--- src/rtl/ram_arbiter_2p.sv ---
// Two-port round-robin arbiter in front of a single ram_8x8: one access in flight, IDLE -> CMD -> DONE.
// Define ARB_FIXED_PRIO_EN to give port 0 fixed priority on simultaneous requests instead of round robin.
module ram_arbiter_2p #(
    parameter int ADDR_W = 3,
    parameter int DATA_W = 8
) (
    input  logic              clk,
    input  logic              reset,
    input  logic              r0_req,
    input  logic              r0_we,
    input  logic [ADDR_W-1:0] r0_addr,
    input  logic [DATA_W-1:0] r0_wdata,
    output logic              r0_ack,
    output logic [DATA_W-1:0] r0_rdata,
    input  logic              r1_req,
    input  logic              r1_we,
    input  logic [ADDR_W-1:0] r1_addr,
    input  logic [DATA_W-1:0] r1_wdata,
    output logic              r1_ack,
    output logic [DATA_W-1:0] r1_rdata,
    output logic              ram_enable,
    output logic              ram_write_enable,
    output logic [ADDR_W-1:0] ram_addr,
    output logic [DATA_W-1:0] ram_dados_in,
    input  logic [DATA_W-1:0] ram_dados_out,
    output logic              busy,
    output logic              owner
);

    typedef enum logic [1:0] {
        IDLE = 2'd0,
        CMD  = 2'd1,
        DONE = 2'd2
    } state_t;

    state_t state_r;
    state_t state_next_s;

    logic              winner_s;
    logic              any_req_s;

    logic              ram_enable_r;
    logic              ram_write_enable_r;
    logic [ADDR_W-1:0] ram_addr_r;
    logic [DATA_W-1:0] ram_dados_in_r;
    logic              r0_ack_r;
    logic              r1_ack_r;
    logic [DATA_W-1:0] r0_rdata_r;
    logic [DATA_W-1:0] r1_rdata_r;
    logic              busy_r;
    logic              owner_r;

    logic              ram_enable_next_s;
    logic              ram_write_enable_next_s;
    logic [ADDR_W-1:0] ram_addr_next_s;
    logic [DATA_W-1:0] ram_dados_in_next_s;
    logic              r0_ack_next_s;
    logic              r1_ack_next_s;
    logic [DATA_W-1:0] r0_rdata_next_s;
    logic [DATA_W-1:0] r1_rdata_next_s;
    logic              busy_next_s;
    logic              owner_next_s;

    assign any_req_s = r0_req | r1_req;

`ifdef ARB_FIXED_PRIO_EN
    // Port 0 always takes a tie; port 1 is served only when port 0 is quiet.
    always_comb begin
        if (r0_req) begin
            winner_s = 1'b0;
        end else begin
            winner_s = 1'b1;
        end
    end
`else
    logic last_grant_r;

    // Round robin: on a tie the port that was not served last wins.
    always_comb begin
        if (r0_req && r1_req) begin
            winner_s = ~last_grant_r;
        end else if (r1_req) begin
            winner_s = 1'b1;
        end else begin
            winner_s = 1'b0;
        end
    end

    // Remember who was served; reset value 1 lets port 0 win the first tie.
    always_ff @(posedge clk) begin
        if (reset) begin
            last_grant_r <= 1'b1;
        end else if (state_r == DONE) begin
            last_grant_r <= owner_r;
        end else begin
            last_grant_r <= last_grant_r;
        end
    end
`endif

    // State register.
    always_ff @(posedge clk) begin
        if (reset) begin
            state_r <= IDLE;
        end else begin
            state_r <= state_next_s;
        end
    end

    // Next-state logic.
    always_comb begin
        state_next_s = IDLE;
        case (state_r)
            IDLE: begin
                if (any_req_s) begin
                    state_next_s = CMD;
                end else begin
                    state_next_s = IDLE;
                end
            end
            CMD:     state_next_s = DONE;
            DONE:    state_next_s = IDLE;
            default: state_next_s = IDLE;
        endcase
    end

    // Next values of the output registers; RAM outputs stay 0 outside CMD.
    always_comb begin
        ram_enable_next_s       = 1'b0;
        ram_write_enable_next_s = 1'b0;
        ram_addr_next_s         = {ADDR_W{1'b0}};
        ram_dados_in_next_s     = {DATA_W{1'b0}};
        r0_ack_next_s           = 1'b0;
        r1_ack_next_s           = 1'b0;
        r0_rdata_next_s         = r0_rdata_r;
        r1_rdata_next_s         = r1_rdata_r;
        busy_next_s             = 1'b0;
        owner_next_s            = owner_r;
        case (state_r)
            IDLE: begin
                if (any_req_s) begin
                    ram_enable_next_s = 1'b1;
                    busy_next_s       = 1'b1;
                    owner_next_s      = winner_s;
                    if (winner_s) begin
                        ram_write_enable_next_s = r1_we;
                        ram_addr_next_s         = r1_addr;
                        ram_dados_in_next_s     = r1_wdata;
                    end else begin
                        ram_write_enable_next_s = r0_we;
                        ram_addr_next_s         = r0_addr;
                        ram_dados_in_next_s     = r0_wdata;
                    end
                end else begin
                    busy_next_s = 1'b0;
                end
            end
            CMD: begin
                busy_next_s = 1'b1;
                if (owner_r) begin
                    r1_ack_next_s = 1'b1;
                end else begin
                    r0_ack_next_s = 1'b1;
                end
                // Read data is valid from the RAM only while it is enabled for a read.
                if (!ram_write_enable_r && owner_r) begin
                    r1_rdata_next_s = ram_dados_out;
                end else if (!ram_write_enable_r) begin
                    r0_rdata_next_s = ram_dados_out;
                end else begin
                    r0_rdata_next_s = r0_rdata_r;
                end
            end
            DONE: begin
                busy_next_s = 1'b0;
            end
            default: begin
                busy_next_s = 1'b0;
            end
        endcase
    end

    // Output registers.
    always_ff @(posedge clk) begin
        if (reset) begin
            ram_enable_r       <= 1'b0;
            ram_write_enable_r <= 1'b0;
            ram_addr_r         <= {ADDR_W{1'b0}};
            ram_dados_in_r     <= {DATA_W{1'b0}};
            r0_ack_r           <= 1'b0;
            r1_ack_r           <= 1'b0;
            r0_rdata_r         <= {DATA_W{1'b0}};
            r1_rdata_r         <= {DATA_W{1'b0}};
            busy_r             <= 1'b0;
            owner_r            <= 1'b0;
        end else begin
            ram_enable_r       <= ram_enable_next_s;
            ram_write_enable_r <= ram_write_enable_next_s;
            ram_addr_r         <= ram_addr_next_s;
            ram_dados_in_r     <= ram_dados_in_next_s;
            r0_ack_r           <= r0_ack_next_s;
            r1_ack_r           <= r1_ack_next_s;
            r0_rdata_r         <= r0_rdata_next_s;
            r1_rdata_r         <= r1_rdata_next_s;
            busy_r             <= busy_next_s;
            owner_r            <= owner_next_s;
        end
    end

    assign ram_enable       = ram_enable_r;
    assign ram_write_enable = ram_write_enable_r;
    assign ram_addr         = ram_addr_r;
    assign ram_dados_in     = ram_dados_in_r;
    assign r0_ack           = r0_ack_r;
    assign r1_ack           = r1_ack_r;
    assign r0_rdata         = r0_rdata_r;
    assign r1_rdata         = r1_rdata_r;
    assign busy             = busy_r;
    assign owner            = owner_r;

endmodule

--- config.mk ---
export PLATFORM = sky130hd
export DESIGN_NAME = ram_arbiter_2p
export DESIGN_NICKNAME = d
export VERILOG_FILES = /design/src/rtl/ram_arbiter_2p.sv
export SDC_FILE = /design/constraint.sdc
export NUM_CORES = 1
export LEC_CHECK = 0
export BUFFER_PORTS_ARGS = -buffer_cell sky130_fd_sc_hd__buf_2
export CAP_MARGIN = 40
export CELL_PAD_IN_SITES_DETAIL_PLACEMENT = 1
export CELL_PAD_IN_SITES_GLOBAL_PLACEMENT = 2
export CORE_MARGIN = 2
export CORE_UTILIZATION = 21
export CTS_CLUSTER_DIAMETER = 50
export DETAILED_ROUTE_END_ITERATION = 12
export GPL_ROUTABILITY_DRIVEN = 0
export PLACE_DENSITY = 0.76
export SLEW_MARGIN = 20
export SYNTH_ARGS = -nofsm -noshare
export SYNTH_HDL_FRONTEND = slang
export SYNTH_SLANG_ARGS = --single-unit
--- constraint.sdc ---
create_clock -name clk -period 1.5 [get_ports clk]
set_clock_uncertainty 0.1 [all_clocks]
set_input_delay 0.225 -clock clk [delete_from_list [all_inputs] [get_ports clk]]
set_output_delay 0.225 -clock clk [all_outputs]
set_load 0.01 [all_outputs]
# Yosys cells after proc, flatten, opt, wreduce, memory -nomap -nowiden
# Index checks and enable logic that the tools add are counted.
# totals
ff_bits,36
inputBits,36
output_inout_bits,33
elab_cells,42
# classes
eq_ne,2
n_mux,11
bitwise_logic,7
reduce_logical,10
# op_table
op,n
two-way mux 8 bit,1
two-way mux 1 bit,7
inverter 1 bit,6
one-hot mux 2 bit (2 select lines),1
AND reduction 2 bit,2
OR reduction 2 bit,2
two-way mux 3 bit,1
AND reduction 3 bit,1
OR reduction 3 bit,1
equality test 2 x 1 -> 1 bit (second input constant),1
equality test 2 bit (second input constant),1
logical AND 1 bit,2
zero test 2 bit,1
one-hot mux 1 bit (2 select lines),1
zero test 1 bit,1
bitwise OR 1 bit,1

# Depth between registers and ports, before layout
# Gate-level depths: netlist of run 1.
# logic_depth
word_depth,4
depth_mapped,5
mapped_depth_nobuf,3

# Worst setup path after synthesis of run 1
# OpenSTA, ideal clock, no wires.
# synth_timing
path_type,reg-to-reg
startpoint,register owner_r (netlist: owner)
endpoint,register r0_rdata_r[7] (netlist: r0_rdata[7])
setup_time_ns,0.132
t_arrival_ns,1.187
required_time_ns,1.268
path_slack_ns,0.080
path_stages_with_launch,5
path_buffers,1
synth_period_minus_slack_ns,1.420
cell_sequence,dfxtp_1 -> or4b_1 -> clkbuf_1 -> nand2_1 -> a21oi_1
# synth_between
elab_chain_len,3
# synth_lines
element,line_no,text
start: declaration,51,logic owner_r;
start signal: assignment,206,owner_r <= owner_next_s;
logical AND 1 bit,166,if (!ram_write_enable_r && owner_r) begin
inverter 1 bit (no line),--,
AND reduction 3 bit (no line),--,
end signal: assignment,192,r0_rdata_r <= {DATA_W{1'b0}};
end signal: assignment,203,r0_rdata_r <= r0_rdata_next_s;
end: declaration,48,logic [DATA_W-1:0] r0_rdata_r;
# Every way passes these cells.
# A chain may end at the register's enable or synchronous reset.

# Final worst setup path of run 1
# layout_timing
startpoint,register state_r[0]
endpoint,register ram_dados_in_r[2] (netlist: ram_dados_in[2])
# layout_between
elab_chain_len,3
# layout_lines
element,line_no,text
start: declaration,36,state_t state_r;
start signal: assignment,106,state_r <= state_next_s;
zero test 2 bit,139,case (state_r)
inverter 1 bit (no line),--,
OR reduction 3 bit (no line),--,
end signal: assignment,189,ram_dados_in_r <= {DATA_W{1'b0}};
end signal: assignment,200,ram_dados_in_r <= ram_dados_in_next_s;
end: declaration,45,logic [DATA_W-1:0] ram_dados_in_r;
# Every way passes these cells.

==> results of run 1 <==
through the flow:
step	hold slack (ns)	cells	utilization (%)
6_report	0.07369	292	31.01
5_1_grt	0.07071	292	31.01
4_1_cts	0.06213	292	30.87
3_5_place_dp	0.3536	284	29.07
3_3_place_gp	0.3402	284	29.07
2_1_floorplan	0.2579	142	-
power breakdown:
part	switching (mW)	internal, mW	total, mW
Combinational	0.156	0.131	0.287
Clock	0.339	0.493	0.833
Sequential	0.0261	1.01	1.03
Total	0.522	1.63	2.15
registers in the layout, indices dropped and copies added (netlist names), 2 cells and up:
name	flops
r0_rdata	8
state_r	2
ram_dados_in	8
r1_rdata	8
ram_addr	3
cell families after synthesis:
group	synth area share [%]
AO/OA/AOI/OAI	12.61
buffers and inverters	5.348
flip-flops	55.01
multiplexers	6.113
AND/OR/NAND/NOR	20.92
routing by layer:
layer	routed length [um]	track usage, %
met1	1751	13.18
met2	1728	18.11
met3	181	3.082
met4	80	5.812
met5	0	0
worst reg2reg max path: cells and delay by family, from the launching register on:
family                 cells  cell delay [ns]
AND/OR/NAND/NOR            1             0.53
flip-flops                 1             0.36
buffers and inverters      1             0.22
AO/OA/AOI/OAI              1             0.14
how the worst min path moves through the flow:
| stage | cells past startpoint | slack [ns] | end |
|---|---|---|---|
| after detailed placement | 2 | 0.35 | r0_rdata[1] |
| after global routing | 3 | 0.07 | ram_dados_in[1] |
| after floorplan | 2 | 0.26 | ram_addr[0] |
| after global placement | 2 | 0.34 | r0_rdata[1] |
| final | 3 | 0.07 | ram_addr[1] |
| after CTS | 3 | 0.06 | ram_addr[1] |
cell type report:
type / instances / area, um2
Fill cell: 735 / 4133
Inverter: 4 / 15.01
Clock buffer: 6 / 72.57
Clock inverter: 2 / 35.03
Sequential cell: 36 / 721.9
Multi-Input combinational cell: 94 / 526.8
Tap cell: 75 / 93.84
Timing Repair Buffer: 75 / 392.9
timing repair:
item / 4_1_cts / 5_1_grt
resized for setup: 0 / 3
hold buffers: 0 / 0
endpoints found under the setup margin: 0 / 9
placed cells by master, fill, tap and decap left out, drive strengths merged:
master / count
nor2b: 1
and4bb: 1
and2b: 1
clkbuf: 6
or4b: 1
nand2: 42
inv: 4
and3: 1
buf: 75
bufinv: 1
a21bo: 1
o31ai: 1
a21oi: 21
nor2: 11
or3: 1
or4: 1
dfxtp: 36
mux2i: 8
a211o: 1
clkinv: 1
a21boi: 1
nor4b: 1
==> impl_metrics.tcl, run 1 <==
set metrics [dict create \
    status "finished clean" \
    rsz0062_at_grt "false" \
    hpwl_um 2768 \
    drv_slew 0 \
    peakVddDrop_mv 0.3014 \
    post_cts_buffers 0 \
    async_flop_share_pct 0 \
    design_area_um2 1858 \
    synth.area.top_cells "dfxtp_1, nand2_1, mux2i_1" \
    hp-class "input pin to flip-flop" \
    cts_sinks 36 \
    place_area_um2 1742 \
    diodes 0 \
    critical_path_buf_inv_count 1 \
    synth_edf_count 0 \
    cp_top_family "simple AND/OR/NAND/NOR gates" \
    numCtsBuffers 5 \
    p_leak_nw 0.9013 \
    die_w_um 82.98 \
    start_util_pct 21.87 \
    drc_errors 0 \
    synth_most_common_cell "nand2_1" \
    fin_nets 252 \
    areaGrowthSynthToFinish_pct 41.83 \
    cp_max_fo 15 \
    clkTransAtPathRegs_ns 0.07 \
    synth-seq-cells 36 \
    viasPerCell 4.144 \
    critPathCapture "ram_dados_in[2]" \
    cts-root-buf "clkbuf_8" \
    yosys-top-cells-count "nand2_1, dfxtp_1, a21oi_1, nor2_1, mux2i_1" \
    r2r-end "ram_dados_in[2]" \
    tritoncts "yes" \
    ioPinCount 69 \
    htree_levels 2 \
    p_per_area_nw_per_um2 1160 \
    drive_gt1_share_pct 44.70 \
    worst_pin_slew_ns 0.2222 \
    slew_headroom_pct 85.19 \
    tns_ns 0 \
    syn_inst 142 \
    fin_crit_ns 1.430 \
    critPathLaunchType "flip-flop" \
    netlist.top_cell.by_area "dfxtp_1" \
    required_ns 1.62 \
    crit_slowest_cell "or4_1" \
    totalWireLength_um 3742 \
    yosysTopAreaCellShare_pct 55.01 \
    port-buffer-count 68 \
    synth_ff_type "dfxtp_1" \
    yosysSeqAreaShare_pct 55.01 \
    setup_viol 0 \
    grt_max_degree 20 \
    netlist_area_um2 1310 \
    yosysUniqueCellTypes 23 \
    setup_ws_ns 0.07042 \
    antenna_found_initial 0 \
    postRouteAntennaNets 0 \
    clock_path_buffers 2 \
    syn_nets 178 \
    power_mw 2.155 \
    routed-via-count 1210 \
    core-area_um2 5991 \
    num_rows 28 \
    crit_arrival_ns 1.54 \
    worstReg2RegStart "state_r[0]" \
    drv_cap 0 \
    drtIter0Drc 28 \
    ys_warn_count 0 \
    crit_start "state_r[0]" \
    clk_latency_ns 0.28 \
    die_h_um 82.98 \
    syn_area_per_cell_um2 9.225 \
    wl_per_cell_um 12.82 \
    overflow 0 \
    grt_first_pass_wirelength_um 6099 \
    grt_pass1_vias 1294 \
    firstDrtPassIters 4 \
    grt_use_total_pct 11.08 \
    cp_cell_sequence "or4_1 > buf_4 > a21oi_1" \
    min_period_over_period_pct 95.31 \
    hp-start "r1_addr[1]" \
    timing.fmax_mhz 699.5 \
    r2r_slack_ns 0.07 \
    cp_slowest_stage_delay_ns 0.53 \
    place_ws_ns 0.02218 \
    crit_type "flip-flop to flip-flop" \
    ff2ff_path_depth 3 \
    endpoint_kind "flip-flop" \
    finalHoldViolations 0 \
    cp.depth 3 \
    dieArea_um2 6886 \
]
Note: power is estimated with default switching activity, not from simulation.
==> inputs of run 2 (changes only) <==
- CTS_CLUSTER_DIAMETER: 50 -> default
- clock period: 1.5 -> 1.29 ns (I/O delays scaled with it)
==> run 2 against run 1 <==
The run now ends with setup timing left. Sequential share of layout area decreased by 2.2 points. Flip-flop and latch count unchanged. Setup slack worse by 0.13 ns. Wire length is 3.2% lower. Clock power grew 18%. Non-clock buffer count up 6. Register-to-register slack worse by 0.13 ns. Critical path type unchanged. Critical endpoint is now r1_rdata[1]. Largest cell class unchanged. Highest routed layer unchanged.
==> impl_metrics.tcl, run 2 (synthesis results as in run 1) <==
set metrics [dict create \
    comb_power_share_pct 14.6 \
    place_ws_ns -0.1308 \
    cp_top_family "flip-flops" \
    setup_viol 29 \
    wl_per_cell_um 12.15 \
    drv_cap 0 \
    drive_gt1_share_pct 54.26 \
    critPathLaunchType "flip-flop" \
    port-buffer-count 68 \
    finish.utilization_pct 33.06 \
    totalWireLength_um 3621 \
    critical_path_buf_inv_count 2 \
    drc_errors 0 \
    crit_type "flip-flop to flip-flop" \
    cts_sinks 36 \
    placed_cells 290 \
    rsz0062_at_grt "true" \
    grt_use_total_pct 10.86 \
    num_rows 28 \
    fin_cells 298 \
    cts-root-buf "clkbuf_8" \
    grt_pass1_vias 1309 \
    viasPerCell 4.164 \
    clk_latency_ns 0.28 \
    firstDrtPassIters 2 \
    clkPwrFrac_pct 38.4 \
    seqPwrFrac_pct 47.0 \
    min_period_over_period_pct 104.7 \
    worst_pin_slew_ns 0.2376 \
    slew_headroom_pct 84.16 \
    die_w_um 82.98 \
    start_util_pct 21.87 \
    endpoint_kind "flip-flop" \
    p_per_area_nw_per_um2 1294 \
    cp_cell_sequence "buf_6 > and4bb_2 > buf_12 > mux2i_2 > nor2_1" \
    drv_slew 0 \
    cp_slowest_stage_delay_ns 0.38 \
    numCtsBuffers 5 \
    postRouteAntennaNets 0 \
    fillerInstances 731 \
    core-area_um2 5991 \
    htree_levels 2 \
    layout_commonest_cell "buf_2" \
    switchingPower_mw 0.6368 \
    die_h_um 82.98 \
    clock_path_buffers 2 \
    clkTransAtPathRegs_ns 0.07 \
    overflow 0 \
    hp-class "input pin to flip-flop" \
    antenna_found_initial 0 \
    intPower_mw 1.927 \
    p_leak_nw 0.9422 \
    route.met3.wl_um 277 \
    grt_max_degree 20 \
    layout_common_cells "buf_2, nand2_1, dfxtp_1, a21oi_2, nor2_1" \
    cp_max_fo 8 \
    hold_ws_ns 0.04493 \
    dieArea_um2 6886 \
    ctsHoldBuffers 0 \
    diodes 0 \
    wl_met1_um 1528 \
    areaGrowthSynthToFinish_pct 51.19 \
    crit_slowest_cell "dfxtp_4" \
    status "finished, violations left" \
    finalHoldViolations 0 \
    crit_arrival_ns 1.42 \
    drtIter0Drc 26 \
    power_mw 2.564 \
    timing.fmax_mhz 740.4 \
    fin_crit_ns 1.351 \
    peakVddDrop_mv 0.5940 \
    required_ns 1.36 \
    met2WireLength_um 1794 \
    setup_ws_ns -0.06058 \
    grt_first_pass_wirelength_um 6037 \
    ioPinCount 69 \
    fin_nets 258 \
    tritoncts "yes" \
    hpwl_um 2606 \
    violations "setup timing" \
    routed.top_layer "met4" \
    swShare_pct 24.84 \
    routed-via-count 1241 \
]
-- run 2: changes by cell type in the layout (fill, tap and decap cells not counted), moves of 2 or more --
cell     delta
dfxtp_1     -2
mux2i_1     -2
buf_4       +3
a21oi_2     +5
mux2i_2     +2
nand2_2     +8
nand2_1     -8
buf_6       +3
a21oi_1     -5
-- run 2: worst paths after layout --
| check | from | endpoint | slack, ns | cells past startpoint |
|---|---|---|---|---|
| max | state_r[0] | r1_rdata[1] | -0.06 | 5 |
| min | r0_addr[1] | ram_addr[1] | 0.04 | 3 |
| max reg2reg | state_r[0] | r1_rdata[1] | -0.06 | 5 |
| min reg2reg | r0_rdata[6] | r0_rdata[6] | 0.37 | 2 |
-- run 2: per-layer routing --
metal | up-vias | track usage, %
li1 | 619 | -
met4 | 0 | 4.024
met5 | - | 0
met1 | 571 | 12.48
met3 | 2 | 4.076
met2 | 49 | 18.33
-- run 2: through the flow --
stage	area (um2)	TNS, ns
floorplan	1325	-0.9978
global placement	1802	-1.793
detailed placement	1802	-2.344
CTS	1981	-1.225
global route	1981	-2.740
finish	1981	-0.9624
-- run 2: power groups by stage --
stage / sequential, mW / clock [mW] / combinational, mW
6_report: 1.20 / 0.985 / 0.375
5_1_grt: 1.21 / 1.08 / 0.422
3_5_place_dp: 1.23 / 0 / 0.355
2_1_floorplan: 1.26 / 0 / 0.157
3_3_place_gp: 1.23 / 0 / 0.350
4_1_cts: 1.20 / 1.03 / 0.386
-- run 2: worst register-to-register path: cells and delay by family (launching register included) --
kind          cells  cell delay [ns]
flops             1             0.38
mux               1             0.22
simple gates      2             0.30
buf+inv           2             0.24
-- run 2: what timing repair did --
item / 4_1_cts / 5_1_grt
endpoints found under the setup margin: 32 / 33
setup buffers: 1 / 1
hold endpoints to repair: 0 / 0
resized for setup: 19 / 3
pin swaps: 18 / 3
-- run 2: layout make-up --
cell class / instances / area [um2] / area share [%]
clock buffer: 5 / 68.82 / 3.474
clock inverter: 3 / 42.54 / 2.148
inverter: 4 / 15.01 / 0.7581
multi-input combinational: 94 / 569.3 / 28.74
sequential: 36 / 726.9 / 36.70
tap: 75 / 93.84 / 4.738
timing repair buffer: 81 / 464.2 / 23.44
==> inputs of run 3 (changes only) <==
- GPL_TIMING_DRIVEN: default -> 0
- PLACE_DENSITY: 0.76 -> default
- PLACE_DENSITY_LB_ADDON: default -> 0.1
==> run 3 against run 2 <==
The flow still finishes with violations (setup timing). Final cell count unchanged. Combinational power increased by 4%. Largest cell class unchanged. Wire length is 8.3% higher. Maximum frequency is 3.6% lower. Highest routed layer unchanged. Critical endpoint is now r0_rdata[5].
==> impl_metrics.tcl, run 3 (synthesis results as in run 1) <==
set metrics [dict create \
    met2WireLength_um 1980 \
    fin_cells 298 \
    tritoncts "yes" \
    grt_pass1_vias 1330 \
    postRouteAntennaNets 0 \
    cts_sinks 36 \
    cp_max_fo 8 \
    design_area_um2 1983 \
    status "finished, violations left" \
    route.met3.wl_um 288 \
    layout_commonest_cell "buf_2" \
    setup_ws_ns -0.1106 \
    core-area_um2 5991 \
    crit_slowest_cell "or4b_4" \
    port-buffer-count 68 \
    num_rows 28 \
    fin_nets 258 \
    clk_latency_ns 0.29 \
    firstDrtPassIters 3 \
    grt_use_total_pct 11.90 \
    worst_pin_slew_ns 0.5490 \
    ioPinCount 69 \
    cp_top_family "simple AND/OR/NAND/NOR gates" \
    fillerInstances 715 \
    viasPerCell 4.228 \
    areaGrowthSynthToFinish_pct 51.38 \
    die_w_um 82.98 \
    drv_cap 0 \
    drc_errors 0 \
    power_mw 2.442 \
    finalHoldViolations 0 \
    crit_arrival_ns 1.46 \
    cp_cell_sequence "or4b_4 > buf_8 > nand2_1 > a21oi_1" \
    rsz0062_at_grt "true" \
    slew_headroom_pct 63.40 \
    p_per_area_nw_per_um2 1232 \
    fin_crit_ns 1.401 \
    die_h_um 82.98 \
    placed_cells 286 \
    critPathLaunchType "flip-flop" \
    totalWireLength_um 3920 \
    critical_path_buf_inv_count 1 \
    hold_ws_ns 0.04025 \
    peakVddDrop_mv 0.4686 \
    drv_slew 0 \
    tns_ns -1.754 \
    endpoint_kind "flip-flop" \
    hp-class "input pin to flip-flop" \
    violations "setup timing" \
    r2r_slack_ns -0.11 \
    overflow 0 \
    routed.top_layer "met4" \
    clkTransAtPathRegs_ns 0.08 \
    timing.fmax_mhz 714.0 \
    min_period_over_period_pct 108.6 \
    wl_met1_um 1592 \
    wl_per_cell_um 13.15 \
    place_area_um2 1764 \
    setup_viol 27 \
    hpwl_um 2975 \
    antenna_found_initial 0 \
    required_ns 1.35 \
    dieArea_um2 6886 \
    grt_first_pass_wirelength_um 6568 \
    start_util_pct 21.87 \
    drive_gt1_share_pct 54.71 \
    clock_path_buffers 2 \
    drtIter0Drc 27 \
    p_leak_nw 0.9441 \
    crit_type "flip-flop to flip-flop" \
    diodes 0 \
    grt_max_degree 12 \
    cts-root-buf "clkbuf_8" \
    cp_slowest_stage_delay_ns 0.52 \
    layout_common_cells "buf_2, nand2_1, dfxtp_1, nor2_1, a21oi_1" \
    htree_levels 2 \
    numCtsBuffers 5 \
    routed-via-count 1260 \
]
[run 3: cell count changes in the layout (fill, tap and decap cells not counted), moves of 2 or more]
cell | before | now
a21oi_1 | 9 | 11
buf_6 | 3 | 0
clkbuf_1 | 0 | 2
buf_4 | 10 | 6
a21oi_2 | 12 | 10
dfxtp_4 | 1 | 3
dfxtp_1 | 33 | 31
buf_8 | 0 | 2
[run 3: final timing paths]
kind,from,endpoint,cells after the start
worst max register to register,state_r[1],r0_rdata[5],4
worst max-delay path,state_r[1],r0_rdata[5],4
worst min register to register,r0_rdata[0],r0_rdata[0],2
worst min-delay path,r1_addr[1],ram_addr[1],3
[run 3: power breakdown]
part           switching, mW  internal, mW  leakage (nW)
registers             0.0359          1.17         0.296
logic                  0.200         0.191         0.597
clock network          0.417         0.427        0.0510
[run 3: area by class of cell]
class	instances	area, um2	share of cell area (%)
plain buffers	7	70.07	3.533
inverters	4	15.01	0.7571
clock inverters	2	10.01	0.5047
flip-flops and latches	36	734.5	37.03
multi-input cells	94	591.8	29.84
well taps	75	93.84	4.732
repair buffers	74	385.4	19.43
clock buffers	6	82.58	4.164
[run 3: per-stage QoR]
stage	util, %	worst slack, ns
global route	33.10	-0.1468
finish	33.10	-0.1106
global placement	29.37	-0.3813
floorplan	-	-0.06543
detailed placement	29.45	-0.3769
CTS	31.95	-0.1307
[run 3: what timing repair did]
action / 4_1_cts / 5_1_grt
setup buffers: 4 / 1
resized for setup: 15 / 21
hold buffers: 0 / 0
pin swaps: 3 / 6
endpoints found under the setup margin: 31 / 31
[run 3: metal layers]
layer  vias to the layer above  global-route usage, %
li1                        621                      -
met3                         5                  4.076
met1                       587                  13.35
met4                         0                  5.365
met5                         -                      0
met2                        47                  20.31
[run 3: worst min-delay path, cell delays in order]
cell and delay, ns:
buf_2 0.10, nand2_1 0.04, a21oi_1 0.05
